[src/rtl/kd_tree_pkg.sv]
// kd_tree_pkg: command codes, widths and controller state shared by kd_tree_ctrl and node
// Contents: CMD_* command codes, PT_W (one point) and DATA_W (root data bus) widths,
//           ctrl_state_t controller states, pad_point() to place a point on the root bus.
package kd_tree_pkg;
    localparam int DIM_SIZE = 8;
    localparam int DIM      = 3;
    localparam int CMD_SIZE = 5;
    localparam int PT_W     = DIM * DIM_SIZE;
    localparam int DATA_W   = 2 * PT_W;

    typedef logic [CMD_SIZE-1:0] cmd_t;

    localparam cmd_t CMD_NOP              = 5'h00;
    localparam cmd_t CMD_RST              = 5'h1F;
    localparam cmd_t CMD_RST_DONE         = 5'h1E;
    localparam cmd_t CMD_CENTER_FILL      = 5'h01;
    localparam cmd_t CMD_CENTER_FILL_DONE = 5'h05;
    localparam cmd_t CMD_START_SORTING    = 5'h14;
    localparam cmd_t CMD_SORT_DONE        = 5'h15;
    localparam cmd_t CMD_POINT_IN         = 5'h16;
    localparam cmd_t CMD_RETURN_BEST      = 5'h18;

    typedef enum logic [3:0] {
        S_IDLE,
        S_RST,
        S_FILL,
        S_SORT,
        S_SORT_WAIT,
        S_PT_ISSUE,
        S_PT_WAIT,
        S_RESULT,
        S_DONE
    } ctrl_state_t;

    function automatic logic [DATA_W-1:0] pad_point(input logic [PT_W-1:0] p);
        return {{PT_W{1'b0}}, p};
    endfunction
endpackage

[src/rtl/kd_tree_ctrl_if.sv]
// kd_tree_ctrl_if: streams and root port between the kd_tree controller and its surroundings
// Signals: start; center_valid/data/ready; pix_valid/data/last/ready;
//          res_valid/best/pix/ready; cmd/data to and from the root node; busy; done.
// Modports: master = controller side, slave = environment (sources, sink, root node).
interface kd_tree_ctrl_if;
    import kd_tree_pkg::*;

    logic              start;
    logic              center_valid;
    logic [PT_W-1:0]   center_data;
    logic              center_ready;
    logic              pix_valid;
    logic [PT_W-1:0]   pix_data;
    logic              pix_last;
    logic              pix_ready;
    logic              res_valid;
    logic [PT_W-1:0]   res_best;
    logic [PT_W-1:0]   res_pix;
    logic              res_ready;
    cmd_t              cmd_to_root;
    logic [DATA_W-1:0] data_to_root;
    cmd_t              cmd_from_root;
    logic [DATA_W-1:0] data_from_root;
    logic              busy;
    logic              done;

    modport master (
        input  start, center_valid, center_data, pix_valid, pix_data, pix_last, res_ready,
               cmd_from_root, data_from_root,
        output center_ready, pix_ready, res_valid, res_best, res_pix, cmd_to_root,
               data_to_root, busy, done
    );

    modport slave (
        output start, center_valid, center_data, pix_valid, pix_data, pix_last, res_ready,
               cmd_from_root, data_from_root,
        input  center_ready, pix_ready, res_valid, res_best, res_pix, cmd_to_root,
               data_to_root, busy, done
    );
endinterface

[src/rtl/kd_ctrl_watchdog.sv]
// kd_ctrl_watchdog: wait-cycle counter that flags a stalled controller state
// Ports: clk, reset (sync, active-high); state = controller state, kick = restart the
//        count without a state change, en = state is one that waits on the tree;
//        expire = this is the LIMIT-th consecutive counted cycle.
// Only built with KD_TREE_CTRL_TIMEOUT_EN defined.
`ifdef KD_TREE_CTRL_TIMEOUT_EN
module kd_ctrl_watchdog
    import kd_tree_pkg::*;
#(
    parameter int LIMIT = 1024
) (
    input  logic        clk,
    input  logic        reset,
    input  ctrl_state_t state,
    input  logic        kick,
    input  logic        en,
    output logic        expire
);
    localparam int W = $clog2(LIMIT + 1);

    logic [W-1:0] cnt;
    logic [W-1:0] eff;
    ctrl_state_t  prev;

    // The first cycle of a new state (or a kicked cycle) counts as cycle zero.
    assign eff    = (state != prev || kick) ? '0 : cnt;
    assign expire = en && eff == W'(LIMIT - 1);

    always_ff @(posedge clk) begin
        if (reset) begin
            cnt  <= '0;
            prev <= S_IDLE;
        end else begin
            prev <= state;
            cnt  <= en ? eff + 1'b1 : '0;
        end
    end
endmodule
`endif

[src/rtl/kd_tree_ctrl.sv]
// kd_tree_ctrl: session sequencer driving the kd_tree root node (reset, fill, sort, queries)
// Ports: clk, reset (sync, active-high); bus (kd_tree_ctrl_if.master) carrying start,
//        center/pixel input streams, result stream, root command/data port, busy, done;
//        error (sticky timeout flag, only with KD_TREE_CTRL_TIMEOUT_EN defined).
// Optional feature macro: KD_TREE_CTRL_TIMEOUT_EN adds a watchdog of TIMEOUT_CYCLES.
module kd_tree_ctrl #(
    parameter int TIMEOUT_CYCLES = 1024
) (
    input  logic clk,
    input  logic reset,
    kd_tree_ctrl_if.master bus
`ifdef KD_TREE_CTRL_TIMEOUT_EN
    ,
    output logic error
`endif
);
    import kd_tree_pkg::*;

    ctrl_state_t       state;
    cmd_t              cmd_q;
    logic [DATA_W-1:0] data_q;
    logic              res_valid_q;
    logic [PT_W-1:0]   res_best_q;
    logic [PT_W-1:0]   res_pix_q;
    logic [PT_W-1:0]   pix_q;
    logic              last_q;
    logic              center_acc;
    logic              pix_acc;
    logic              expire;
    logic              unused_root_hi;

    // A center offered in the cycle the tree reports full is left on the stream.
    assign bus.center_ready = state == S_FILL && bus.cmd_from_root != CMD_CENTER_FILL_DONE;
    assign bus.pix_ready    = state == S_PT_ISSUE;
    assign bus.busy         = state != S_IDLE && state != S_DONE;
    assign bus.done         = state == S_DONE;
    assign bus.cmd_to_root  = cmd_q;
    assign bus.data_to_root = data_q;
    assign bus.res_valid    = res_valid_q;
    assign bus.res_best     = res_best_q;
    assign bus.res_pix      = res_pix_q;

    assign center_acc     = bus.center_valid && bus.center_ready;
    assign pix_acc        = bus.pix_valid && bus.pix_ready;
    assign unused_root_hi = |bus.data_from_root[DATA_W-1:PT_W];

`ifdef KD_TREE_CTRL_TIMEOUT_EN
    logic wd_en;

    assign wd_en = state inside {S_RST, S_FILL, S_SORT_WAIT, S_PT_WAIT};

    kd_ctrl_watchdog #(.LIMIT(TIMEOUT_CYCLES)) u_watchdog (
        .clk    (clk),
        .reset  (reset),
        .state  (state),
        .kick   (center_acc),
        .en     (wd_en),
        .expire (expire)
    );

    always_ff @(posedge clk) begin
        if (reset) error <= 1'b0;
        else if (expire) error <= 1'b1;
    end
`else
    logic unused_timeout;

    assign expire         = 1'b0;
    assign unused_timeout = |TIMEOUT_CYCLES;
`endif

    always_ff @(posedge clk) begin
        if (reset) begin
            state       <= S_IDLE;
            cmd_q       <= CMD_NOP;
            data_q      <= '0;
            res_valid_q <= 1'b0;
            res_best_q  <= '0;
            res_pix_q   <= '0;
            pix_q       <= '0;
            last_q      <= 1'b0;
        end else if (expire) begin
            state  <= S_DONE;
            cmd_q  <= CMD_NOP;
            data_q <= '0;
        end else begin
            case (state)
                S_IDLE: if (bus.start) begin
                    state  <= S_RST;
                    cmd_q  <= CMD_RST;
                    data_q <= '0;
                end
                S_RST: if (bus.cmd_from_root == CMD_RST_DONE) begin
                    state <= S_FILL;
                    cmd_q <= CMD_NOP;
                end
                S_FILL: if (bus.cmd_from_root == CMD_CENTER_FILL_DONE) begin
                    state  <= S_SORT;
                    cmd_q  <= CMD_START_SORTING;
                    data_q <= '0;
                end else begin
                    cmd_q  <= center_acc ? CMD_CENTER_FILL : CMD_NOP;
                    data_q <= center_acc ? pad_point(bus.center_data) : '0;
                end
                S_SORT: begin
                    state <= S_SORT_WAIT;
                    cmd_q <= CMD_NOP;
                end
                S_SORT_WAIT: if (bus.cmd_from_root == CMD_SORT_DONE) state <= S_PT_ISSUE;
                S_PT_ISSUE: if (pix_acc) begin
                    state  <= S_PT_WAIT;
                    pix_q  <= bus.pix_data;
                    last_q <= bus.pix_last;
                    cmd_q  <= CMD_POINT_IN;
                    data_q <= pad_point(bus.pix_data);
                end
                S_PT_WAIT: if (bus.cmd_from_root == CMD_RETURN_BEST) begin
                    state       <= S_RESULT;
                    res_best_q  <= bus.data_from_root[PT_W-1:0];
                    res_pix_q   <= pix_q;
                    res_valid_q <= 1'b1;
                    cmd_q       <= CMD_NOP;
                    data_q      <= '0;
                end
                S_RESULT: if (bus.res_ready) begin
                    res_valid_q <= 1'b0;
                    state       <= last_q ? S_DONE : S_PT_ISSUE;
                end
                S_DONE: state <= S_IDLE;
                default: state <= S_IDLE;
            endcase
        end
    end
endmodule

[src/flat_wrapper.sv]
// flat-port wrapper written by rule: the top's interface ports become plain ports
module kd_tree_ctrl_flat import kd_tree_pkg::*;
#(
    parameter int TIMEOUT_CYCLES = 1024
)
  (clk, reset, bus_start, bus_center_valid, bus_center_data, bus_pix_valid, bus_pix_data, bus_pix_last, bus_res_ready, bus_cmd_from_root, bus_data_from_root, bus_center_ready, bus_pix_ready, bus_res_valid, bus_res_best, bus_res_pix, bus_cmd_to_root, bus_data_to_root, bus_busy, bus_done);
  kd_tree_ctrl_if bus_i ();
  input  logic clk;
  input  logic reset;
  input wire logic [$bits(bus_i.start)-1:0] bus_start;
  input wire logic [$bits(bus_i.center_valid)-1:0] bus_center_valid;
  input wire logic [$bits(bus_i.center_data)-1:0] bus_center_data;
  input wire logic [$bits(bus_i.pix_valid)-1:0] bus_pix_valid;
  input wire logic [$bits(bus_i.pix_data)-1:0] bus_pix_data;
  input wire logic [$bits(bus_i.pix_last)-1:0] bus_pix_last;
  input wire logic [$bits(bus_i.res_ready)-1:0] bus_res_ready;
  input wire logic [$bits(bus_i.cmd_from_root)-1:0] bus_cmd_from_root;
  input wire logic [$bits(bus_i.data_from_root)-1:0] bus_data_from_root;
  output wire logic [$bits(bus_i.center_ready)-1:0] bus_center_ready;
  output wire logic [$bits(bus_i.pix_ready)-1:0] bus_pix_ready;
  output wire logic [$bits(bus_i.res_valid)-1:0] bus_res_valid;
  output wire logic [$bits(bus_i.res_best)-1:0] bus_res_best;
  output wire logic [$bits(bus_i.res_pix)-1:0] bus_res_pix;
  output wire logic [$bits(bus_i.cmd_to_root)-1:0] bus_cmd_to_root;
  output wire logic [$bits(bus_i.data_to_root)-1:0] bus_data_to_root;
  output wire logic [$bits(bus_i.busy)-1:0] bus_busy;
  output wire logic [$bits(bus_i.done)-1:0] bus_done;
  assign bus_i.start = bus_start;
  assign bus_i.center_valid = bus_center_valid;
  assign bus_i.center_data = bus_center_data;
  assign bus_i.pix_valid = bus_pix_valid;
  assign bus_i.pix_data = bus_pix_data;
  assign bus_i.pix_last = bus_pix_last;
  assign bus_i.res_ready = bus_res_ready;
  assign bus_i.cmd_from_root = bus_cmd_from_root;
  assign bus_i.data_from_root = bus_data_from_root;
  assign bus_center_ready = bus_i.center_ready;
  assign bus_pix_ready = bus_i.pix_ready;
  assign bus_res_valid = bus_i.res_valid;
  assign bus_res_best = bus_i.res_best;
  assign bus_res_pix = bus_i.res_pix;
  assign bus_cmd_to_root = bus_i.cmd_to_root;
  assign bus_data_to_root = bus_i.data_to_root;
  assign bus_busy = bus_i.busy;
  assign bus_done = bus_i.done;
  kd_tree_ctrl #(.TIMEOUT_CYCLES(TIMEOUT_CYCLES)) u_core (.clk(clk), .reset(reset), .bus(bus_i));
endmodule
[config.mk]
export PLATFORM = sky130hd
export DESIGN_NAME = kd_tree_ctrl_flat
export DESIGN_NICKNAME = d
export VERILOG_FILES = /design/src/rtl/kd_tree_pkg.sv /design/src/rtl/kd_tree_ctrl_if.sv /design/src/rtl/kd_ctrl_watchdog.sv /design/src/rtl/kd_tree_ctrl.sv /design/src/flat_wrapper.sv
export SDC_FILE = /design/constraint.sdc
export NUM_CORES = 1
export LEC_CHECK = 0
export CORE_UTILIZATION = 35
export CTS_CLUSTER_SIZE = 30
export DETAILED_ROUTE_END_ITERATION = 7
export PLACE_DENSITY = 0.7
export SYNTH_ARGS = -nofsm -noshare
export SYNTH_HDL_FRONTEND = slang
export SYNTH_SLANG_ARGS = --single-unit
export TNS_END_PERCENT = 20
[constraint.sdc]
create_clock -name clk -period 3.2 [get_ports clk]
set_input_delay 0.48 -clock clk [delete_from_list [all_inputs] [get_ports clk]]
set_output_delay 0.48 -clock clk [all_outputs]
set_load 0.005 [all_outputs]
==> After elaboration in Yosys (flattened, before gate mapping) <==
Cells that the tools add are included.
{ "totals": {"word_cells": 69, "ff_bits": 131, "input_bits": 108, "out_inout_bits": 106} }
{ "classes": {"n_reduce_logical": 15, "mux": 25, "eq_ne": 21} }
{ "op_table": {"columns": ["operator", "count"], "rows": [
  ["two-way mux 48 bit", 4],
  ["one-hot mux 48 bit (4 select lines)", 1],
  ["two-way mux 4 bit", 8],
  ["one-hot mux 4 bit (8 select lines)", 1],
  ["one-hot mux 5 bit (6 select lines)", 1],
  ["two-way mux 5 bit", 5],
  ["two-way mux 24 bit", 1],
  ["equality test 4 x 3 -> 1 bit, second input constant", 4],
  ["equality test 5 bit, second input constant", 3],
  ["equality test 4 x 2 -> 1 bit, second input constant", 2],
  ["!= test 2 bit, second input constant", 4],
  ["nonzero test 4 bit", 2],
  ["AND reduction 7 bit", 1],
  ["!= test 2 x 1 -> 1 bit, second input constant", 3],
  ["nonzero test 6 bit", 1],
  ["equality test 5 x 3 -> 1 bit, second input constant", 1],
  ["!= test 5 x 3 -> 1 bit, second input constant", 1],
  ["AND reduction 5 bit", 1],
  ["equality test 4 x 1 -> 1 bit, second input constant", 1],
  ["equality test 4 bit, second input constant", 1],
  ["logical AND 1 bit", 4],
  ["zero test 4 bit", 1],
  ["!= test 4 bit, second input constant", 1],
  ["AND reduction 2 bit", 2],
  ["other kinds (5)", 7]
]} }

==> Depth between registers and ports, before layout <==
Gate-level depths: netlist of the first run.
{ "depth": {"depth_word": 6, "mapped_depth": 8, "ltp_nobuf": 5} }

==> Least setup slack after synthesis of the first run <==
OpenSTA, ideal clock, no wires.
{ "synth_path": {"path_kind": "input port to flip-flop", "start": "input port bus_cmd_from_root[3]", "end": "register u_core.data_q[10] (netlist: u_core.bus.data_to_root[10])", "slack_ns": 1.524, "arrival_ns": 1.551, "path_buffers": 2, "setup_time_ns": 0.125, "path_stages": 7, "cell_sequence": "nand4bb_2 o211a_1 and2_4 buf_6 buf_6 a22oi_2 o2bb2ai_1"} }
{ "synth_between": {"elab_chain_len": 6, "elab_cells_between_ends": 10, "classes_between": "eq/ne (4); mux (3); reduce/logical (3)"} }
{ "synth_lines": {"columns": ["element", "line", "text"], "rows": [
  ["start, declared", "flat_wrapper.sv:17", "input wire logic [$bits(bus_i.cmd_from_root)-1:0] bus_cmd_from_root;"],
  ["!= test 5 x 3 -> 1 bit", "kd_tree_ctrl.sv:33", "assign bus.center_ready = state == S_FILL && bus.cmd_from_root != CMD_CENTER_FILL_DONE;"],
  ["logical AND 1 bit", "kd_tree_ctrl.sv:33", null],
  ["named net bus_center_ready", "flat_wrapper.sv:19", "output wire logic [$bits(bus_i.center_ready)-1:0] bus_center_ready;"],
  ["logical AND 1 bit", "kd_tree_ctrl.sv:43", "assign center_acc = bus.center_valid && bus.center_ready;"],
  ["two-way mux 24 bit", "kd_tree_ctrl.sv:103", "data_q <= center_acc ? pad_point(bus.center_data) : '0;"],
  ["two-way mux 48 bit", "kd_tree_ctrl.sv:97", "S_FILL: if (bus.cmd_from_root == CMD_CENTER_FILL_DONE) begin"],
  ["one-hot mux 48 bit (4 select lines)", "kd_tree_ctrl.sv:87", "case (state)"],
  ["end signal, assigned", "kd_tree_ctrl.sv:103", null],
  ["end signal, assigned", "kd_tree_ctrl.sv:115", "data_q <= pad_point(bus.pix_data);"],
  ["end, declared", "kd_tree_ctrl.sv:21", "logic [DATA_W-1:0] data_q;"]
]} }
The timed path passes the listed nets, and every way through them passes these cells.
A chain may end at the register's enable or synchronous reset.

==> Worst setup path after layout of the first run <==
{ "layout_path": {"start": "register u_core.state[0]", "end": "register u_core.pix_q[17]"} }
{ "layout_between": {"elab_chain_len": 3} }
{ "layout_lines": {"columns": ["element", "line", "text"], "rows": [
  ["start, declared", "kd_tree_ctrl.sv:19", "ctrl_state_t state;"],
  ["start signal, assigned", "kd_tree_ctrl.sv:127", "state <= last_q ? S_DONE : S_PT_ISSUE;"],
  ["equality test 4 x 3 -> 1 bit *", "kd_tree_ctrl.sv:34, kd_tree_ctrl.sv:87", null],
  ["logical AND 1 bit", "kd_tree_ctrl.sv:44", "assign pix_acc = bus.pix_valid && bus.pix_ready;"],
  ["AND reduction 2 bit (no source line) *", null, null],
  ["end signal, assigned", "kd_tree_ctrl.sv:112", "pix_q <= bus.pix_data;"],
  ["end, declared", "kd_tree_ctrl.sv:25", "logic [PT_W-1:0] pix_q;"]
]} }
Mark *: on every way between the ends. The rest lies on a longest branch, timed or not.

==> results of run 1 <==
## stage by stage
step	worst slack (ns)	instance area [sq um]
floorplan	1.524	4576
global placement	0.7259	6080
detailed placement	0.6739	6080
CTS	0.6388	6391
global route	0.4077	6391
finish	0.6806	6391
## per-layer routing
metal	GRT usage, %	vias to the layer above	routed length [um]
met5	0	-	0
met1	23.96	1896	5539
met3	3.901	11	680
met2	27.79	163	5388
li1	-	2024	-
met4	6.061	0	146
## Yosys cell counts (2+ instances only)
cell         n
nand2_1    155
dfxtp_1    106
a21oi_1     79
buf_4       28
o2bb2ai_1   23
a22oi_2     20
buf_2       19
clkbuf_1    13
nor2_1       8
buf_6        5
a22oi_1      4
inv_1        4
nor3_1       4
o21ai_0      4
a311oi_1     3
nor2b_1      3
o21a_1       3
a211oi_1     2
a31oi_1      2
nand2b_1     2
nand3_1      2
nand3b_1     2
nor3_2       2
nor4b_2      2
o21ai_1      2
or3_1        2
## power groups by stage
| stage | clock network [uW] | registers [uW] | logic, uW |
|---|---|---|---|
| floorplan | 0 | 1420 | 494 |
| global placement | 0 | 1470 | 655 |
| detailed placement | 0 | 1470 | 672 |
| CTS | 1170 | 1440 | 677 |
| global route | 1220 | 1460 | 732 |
| finish | 1130 | 1450 | 679 |
## cell usage in the layout, fill, tap and decap left out, drive strengths merged, types with 2 or more instances in the layout
cell           count
a311oi             3
nor2b              3
conb              24
nand2            155
nor4b              3
a211oi             2
or3                2
o21a               3
clkdlybuf4s50    164
dfxtp            106
nand3              2
o21ai              6
buf                8
clkbuf            10
nand3b             2
a31oi              2
nor4               2
a22oi             24
nor2              10
o2bb2ai           23
clkinv             2
a21oi             79
nor3               6
inv                6
nand2b             3
## sequential cells by signal (all words and copies together), names as in the netlist
| name | cells |
|---|---|
| u_core.bus.res_pix | 24 |
| u_core.bus.res_valid | 1 |
| u_core.last_q | 1 |
| u_core.bus.cmd_to_root | 4 |
| u_core.bus.res_best | 24 |
| u_core.state | 4 |
| u_core.bus.data_to_root | 24 |
| u_core.pix_q | 24 |
## cell families after synthesis
logic type	count (synthesis)	share of synthesized area [%]
AO/OA/AOI/OAI	150	23.50
XOR/XNOR	1	0.1951
buffers and inverters	69	9.476
flip-flops	106	47.27
multiplexers	1	0.2230
other	1	0.08353
AND/OR/NAND/NOR	193	19.26
## final timing paths
kind / end / depth (start not counted) / slack [ns]
setup reg to reg: u_core.pix_q[17] / 6 / 0.68
setup / recovery: u_core.pix_q[17] / 6 / 0.68
hold reg to reg: u_core.bus.res_best[20] / 2 / 0.45
hold / removal: u_core.bus.res_best[20] / 2 / 0.45
## worst min-delay path, delay by kind of cell, from the launching register on
kind             cells  cell delay, ns
AO/OA/AOI/OAI        1            0.05
flip-flops           1            0.31
AND/OR/NAND/NOR      1            0.05
## cell type report
class | instances | area (sq um) | area share [%]
Tap cell | 172 | 215.2 | 3.367
Inverter | 4 | 15.01 | 0.2349
Clock buffer | 10 | 239.0 | 3.739
Sequential cell | 106 | 2122 | 33.20
Timing Repair Buffer | 172 | 1699 | 26.59
Multi-Input combinational cell | 369 | 2028 | 31.73
Clock inverter | 6 | 72.57 | 1.135
==> flow_summary_export.csv, run 1 <==
group,metric,value,unit
finish,final_cells,839,
power,total_power,3258,uW
power,switching_share,28.08,%
placed_design,placed_cells,823,
floorplanning,coreArea,12570,sq um
finish,post_route_cells_drive_above_1_share,8.246,%
critical_path,critPathMaxStageDelay,0.75,ns
critical_path,crit_path_start_kind,"register",
cts,cts_buffer_depth,2,
routing,first_pass_iters,4,
finish,n_antenna_cell,0,
timing,rsz0062_at_grt,"false",
min_path,worstHoldStart,"u_core.bus.res_best[20]",
timing,max_freq,396.9,MHz
power,p_sw,914.9,uW
critical_path,cp.required,3.40,ns
timing,slew_headroom,42.87,%
power,p_int,2344,uW
finish,fillers,1188,
floorplanning,dieArea,13280,sq um
critical_path,crit_type,"reg2reg",
timing,period_share,78.73,%
yosys,async_flop_share,0,%
cts,post_cts_resized,0,
critical_path,cpMaxStageDelayCell,"dfxtp_1",
yosys,netlist_instances,521,
timing,tightest_slew,0.8549,ns
routing,post_drt_wl_per_cell,14.01,um
placed_design,gp_congestion,0.7949,
timing,maxSlewViolCount,0,
grt,globalRouteOverflowTotal,0,
power,ir_worst_vdd,0.2538,mV
grt,antenna_found_initial,0,
routing,drc,0,
critical_path,path_cells,"nand2b_4 > nor2_2 > buf_4 > nand2_1 > nand2_1 > a21oi_1",
routing,via_count,4094,
critical_path,cp_num_buf_inv,1,
yosys,mappedNetlistArea,4489,sq um
floorplanning,core.rowCount,41,
yosys,synth-edff-count,0,
timing,finalSetupTns,0,ns
power,p_seq_share,44.4,%
floorplanning,die_w,115.3,um
timing,hold_viol,0,
critical_path,critPathArrivalTime,2.72,ns
yosys,synth.area.top_cells,"dfxtp_1 47%, nand2_1 13%, a21oi_1 8.8%, a22oi_2 5.6%, buf_4 4.7%",
finish,nets,770,
critical_path,path_common_cell,"nand2_1",
power,power.share.combinational,20.8,%
yosys,ys_warn_count,0,
critical_path,critical_path.top_delay_family,"simple AND/OR/NAND/NOR gates",
min_path,min_path_type,"reg2reg",
grt,grt_pass1_wl,18530,um
cts,cts_sinks,106,
cts,post_cts_buffers,0,
cts,cts_tree,"done",
critical_path,startpoint,"u_core.state[0]",
status,status,"finished, final reports clean",
grt,grt_max_degree,55,
timing,setup_violations,0,
cts,hold_buffers,0,
yosys,synth_cell_types,48,
critical_path,crit_fanout,25,
power,power_leakage,0.002071,uW
yosys,ys.flop_type,"dfxtp_1",
cts,clockRootBuffer,"clkbuf_16",
timing,whs,0.4537,ns
yosys,postSynthAreaPerCell,8.617,sq um
grt,grt_util_all_layers,17.69,%
timing,period_minus_slack,2.519,ns
yosys,yosys.area.top_type,"dfxtp_1",
cts,clk_latency,0.34,ns
cts,numCtsBuffers,9,
power,power.density,509.8,nW/um^2
routing,first_iter_violations,209,
routing,avgViaCountPerCell,4.880,
placed_design,hpwl,8521,um
critical_path,r2r-start,"u_core.state[0]",
floorplanning,initial_core_util,35.72,%
floorplanning,io-pin-count,214,
grt,grt_pass1_vias,3692,
cts,ctsHtreeMaxLevel,3,
placed_design,port_buffers,165,
power,p_clk_share,34.8,%
yosys,ys_ff_latch,106,
finish,syn2layout_area_growth,42.36,%
flow_run,maxCapViolCount,0,
routing,ant_nets,0,
yosys,ys_seq_area_share,47.27,%
routing,routed_wl,11760,um
finish,finalCoreUtilization,50.85,%
timing,finalClockSkew,0.004264,ns
critical_path,end_kind,"register",
floorplanning,die_y,115.3,um
yosys,yosysTopAreaCellShare,47.27,%
cts,path_clk_slew,0.07,ns
(Power assumes the default switching activity.)
==> run 2: changes to the inputs <==
==> constraint.sdc (replaced) <==
create_clock -name clk -period 2.55 [get_ports clk]
set_input_delay 0.3825 -clock clk [delete_from_list [all_inputs] [get_ports clk]]
set_output_delay 0.3825 -clock clk [all_outputs]
set_load 0.005 [all_outputs]
==> flow_summary_export.csv, run 2 (synthesis results as in run 1) <==
group,metric,value,unit
min_path,worstHoldStart,"reset",
timing,period_share,93.38,%
floorplanning,dieArea,13280,sq um
timing,max_freq,420.0,MHz
finish,multi_input_area,2028,sq um
critical_path,cp.required,2.17,ns
finish,nets,774,
finish,post_route_cells_drive_above_1_share,8.793,%
finish,design_area,6389,sq um
cts,numCtsBuffers,9,
cts,clockRootBuffer,"clkbuf_16",
grt,grt_pass1_vias,3770,
routing,first_iter_violations,170,
routing,avgViaCountPerCell,4.834,
cts,clk_latency,0.35,ns
timing,tightest_slew,0.8669,ns
routing,post_drt_wl_per_cell,14.10,um
flow_run,maxCapViolCount,0,
grt,antenna_found_initial,0,
finish,regArea,2122,sq um
grt,grt_max_degree,49,
cts,hold_buffers,0,
critical_path,r2r_setup_slack,0.47,ns
floorplanning,core.rowCount,41,
floorplanning,coreArea,12570,sq um
routing,via_count,4075,
power,power.density,621.3,nW/um^2
timing,maxSlewViolCount,0,
critical_path,crit_type,"reg2out",
floorplanning,initial_core_util,35.72,%
timing,setup_violations,0,
timing,period_minus_slack,2.381,ns
power,power_leakage,0.002075,uW
placed_design,hpwl,8652,um
routing,first_pass_iters,5,
grt,grt_pass1_wl,18840,um
cts,cts_buffer_depth,2,
floorplanning,die_w,115.3,um
critical_path,end_kind,"output pin",
floorplanning,die_y,115.3,um
cts,post_cts_resized,0,
timing,finalClockSkew,0.007452,ns
power,total_power,3969,uW
finish,n_antenna_cell,0,
min_path,hold_path_depth,2,
grt,grt_util_all_layers,18.12,%
finish,layout_commonest_cell,"clkdlybuf4s50_1",
finish,layout.cells.most_common_list,"164 x clkdlybuf4s50_1, 155 x nand2_1, 106 x dfxtp_1",
status,status,"finished, final reports clean",
grt,globalRouteOverflowTotal,0,
timing,slew_headroom,42.07,%
critical_path,reg2reg_depth,4,
timing,finalSetupTns,0,ns
cts,cts_tree,"done",
finish,syn2layout_area_growth,42.31,%
critical_path,critPathArrivalTime,2.00,ns
cts,ctsHtreeMaxLevel,3,
critical_path,r2r-start,"u_core.state[1]",
cts,cts_sinks,106,
routing,routed_wl,11890,um
routing,drc,0,
cts,path_clk_slew,0.07,ns
timing,fin_ws,0.1689,ns
finish,fillers,1200,
power,ir_worst_vdd,0.3537,mV
timing,rsz0062_at_grt,"false",
routing,ant_nets,0,
placed_design,port_buffers,165,
critical_path,crit_fanout,19,
cts,post_cts_buffers,0,
placed_design,place_area,6110,sq um
min_path,hold_end,"u_core.bus.cmd_to_root[2]",
placed_design,gp_congestion,0.8327,
critical_path,r2r_end,"u_core.bus.data_to_root[10]",
timing,hold_viol,0,
timing,whs,0.3033,ns
placed_design,dp_slack,0.2878,ns
critical_path,crit_path_start_kind,"register",
floorplanning,io-pin-count,214,
min_path,min_path_type,"in2reg",
==> run 2: cell count changes in the layout (fill, tap and decap cells not counted) <==
cell        previous run  this run
clkinvlp_4             1         2
inv_8                  0         1
clkinv_4               2         1
buf_4                  7        11
clkbuf_8               1         0
inv_6                  2         1
clkinv_2               0         2
bufinv_16              1         0
==> run 2: worst max-delay path by stage <==
stage	startpoint	end	slack (ns)	cells past startpoint
4_1_cts	u_core.state[0]	bus_pix_ready	0.18	3
2_1_floorplan	bus_cmd_from_root[3]	u_core.bus.data_to_root[10]	0.97	7
6_report	u_core.state[1]	bus_center_ready	0.17	3
3_3_place_gp	bus_cmd_from_root[4]	u_core.bus.data_to_root[6]	0.35	7
3_5_place_dp	bus_cmd_from_root[4]	u_core.state[3]	0.29	6
5_1_grt	u_core.state[1]	bus_center_ready	0.08	3
==> run 2: final cells by class <==
| class | instances | area share [%] |
|---|---|---|
| Sequential cell | 106 | 33.22 |
| Timing Repair Buffer | 176 | 27.07 |
| Multi-Input combinational cell | 369 | 31.75 |
| Clock buffer | 9 | 3.525 |
| Tap cell | 172 | 3.369 |
| Inverter | 4 | 0.2350 |
| Clock inverter | 7 | 0.8421 |
==> run 2: per-stage QoR <==
stage          instances  util [%]
2_1_floorplan        544         -
3_3_place_gp         827     48.61
3_5_place_dp         827     48.61
4_1_cts              843     50.83
5_1_grt              843     50.83
6_report             843     50.83
==> run 2: power by group <==
| part | switching (uW) | internal [uW] | total (uW) | leakage, uW |
|---|---|---|---|---|
| Sequential | 96.1 | 1710 | 1810 | 0.000855 |
| Clock | 636 | 671 | 1310 | 0.000134 |
| Combinational | 420 | 433 | 852 | 0.00109 |
| Total | 1150 | 2820 | 3970 | 0.00208 |
==> run 2: critical path: stages, from the launching register on <==
cell             delay [ns]
dfxtp_1                0.70
nor2b_1                0.25
o211a_1                0.19
clkdlybuf4s50_1        0.50
==> run 2: routing by layer <==
metal  share of wire (%)  track usage, %  vias up  wire [um]
li1                    -               -     2033          -
met1                  47           24.07     1879       5536
met2                  46           28.67      154       5464
met3                 6.2           4.323        9        740
met4                 1.2           6.407        0        147
met5                   0               0        -          0
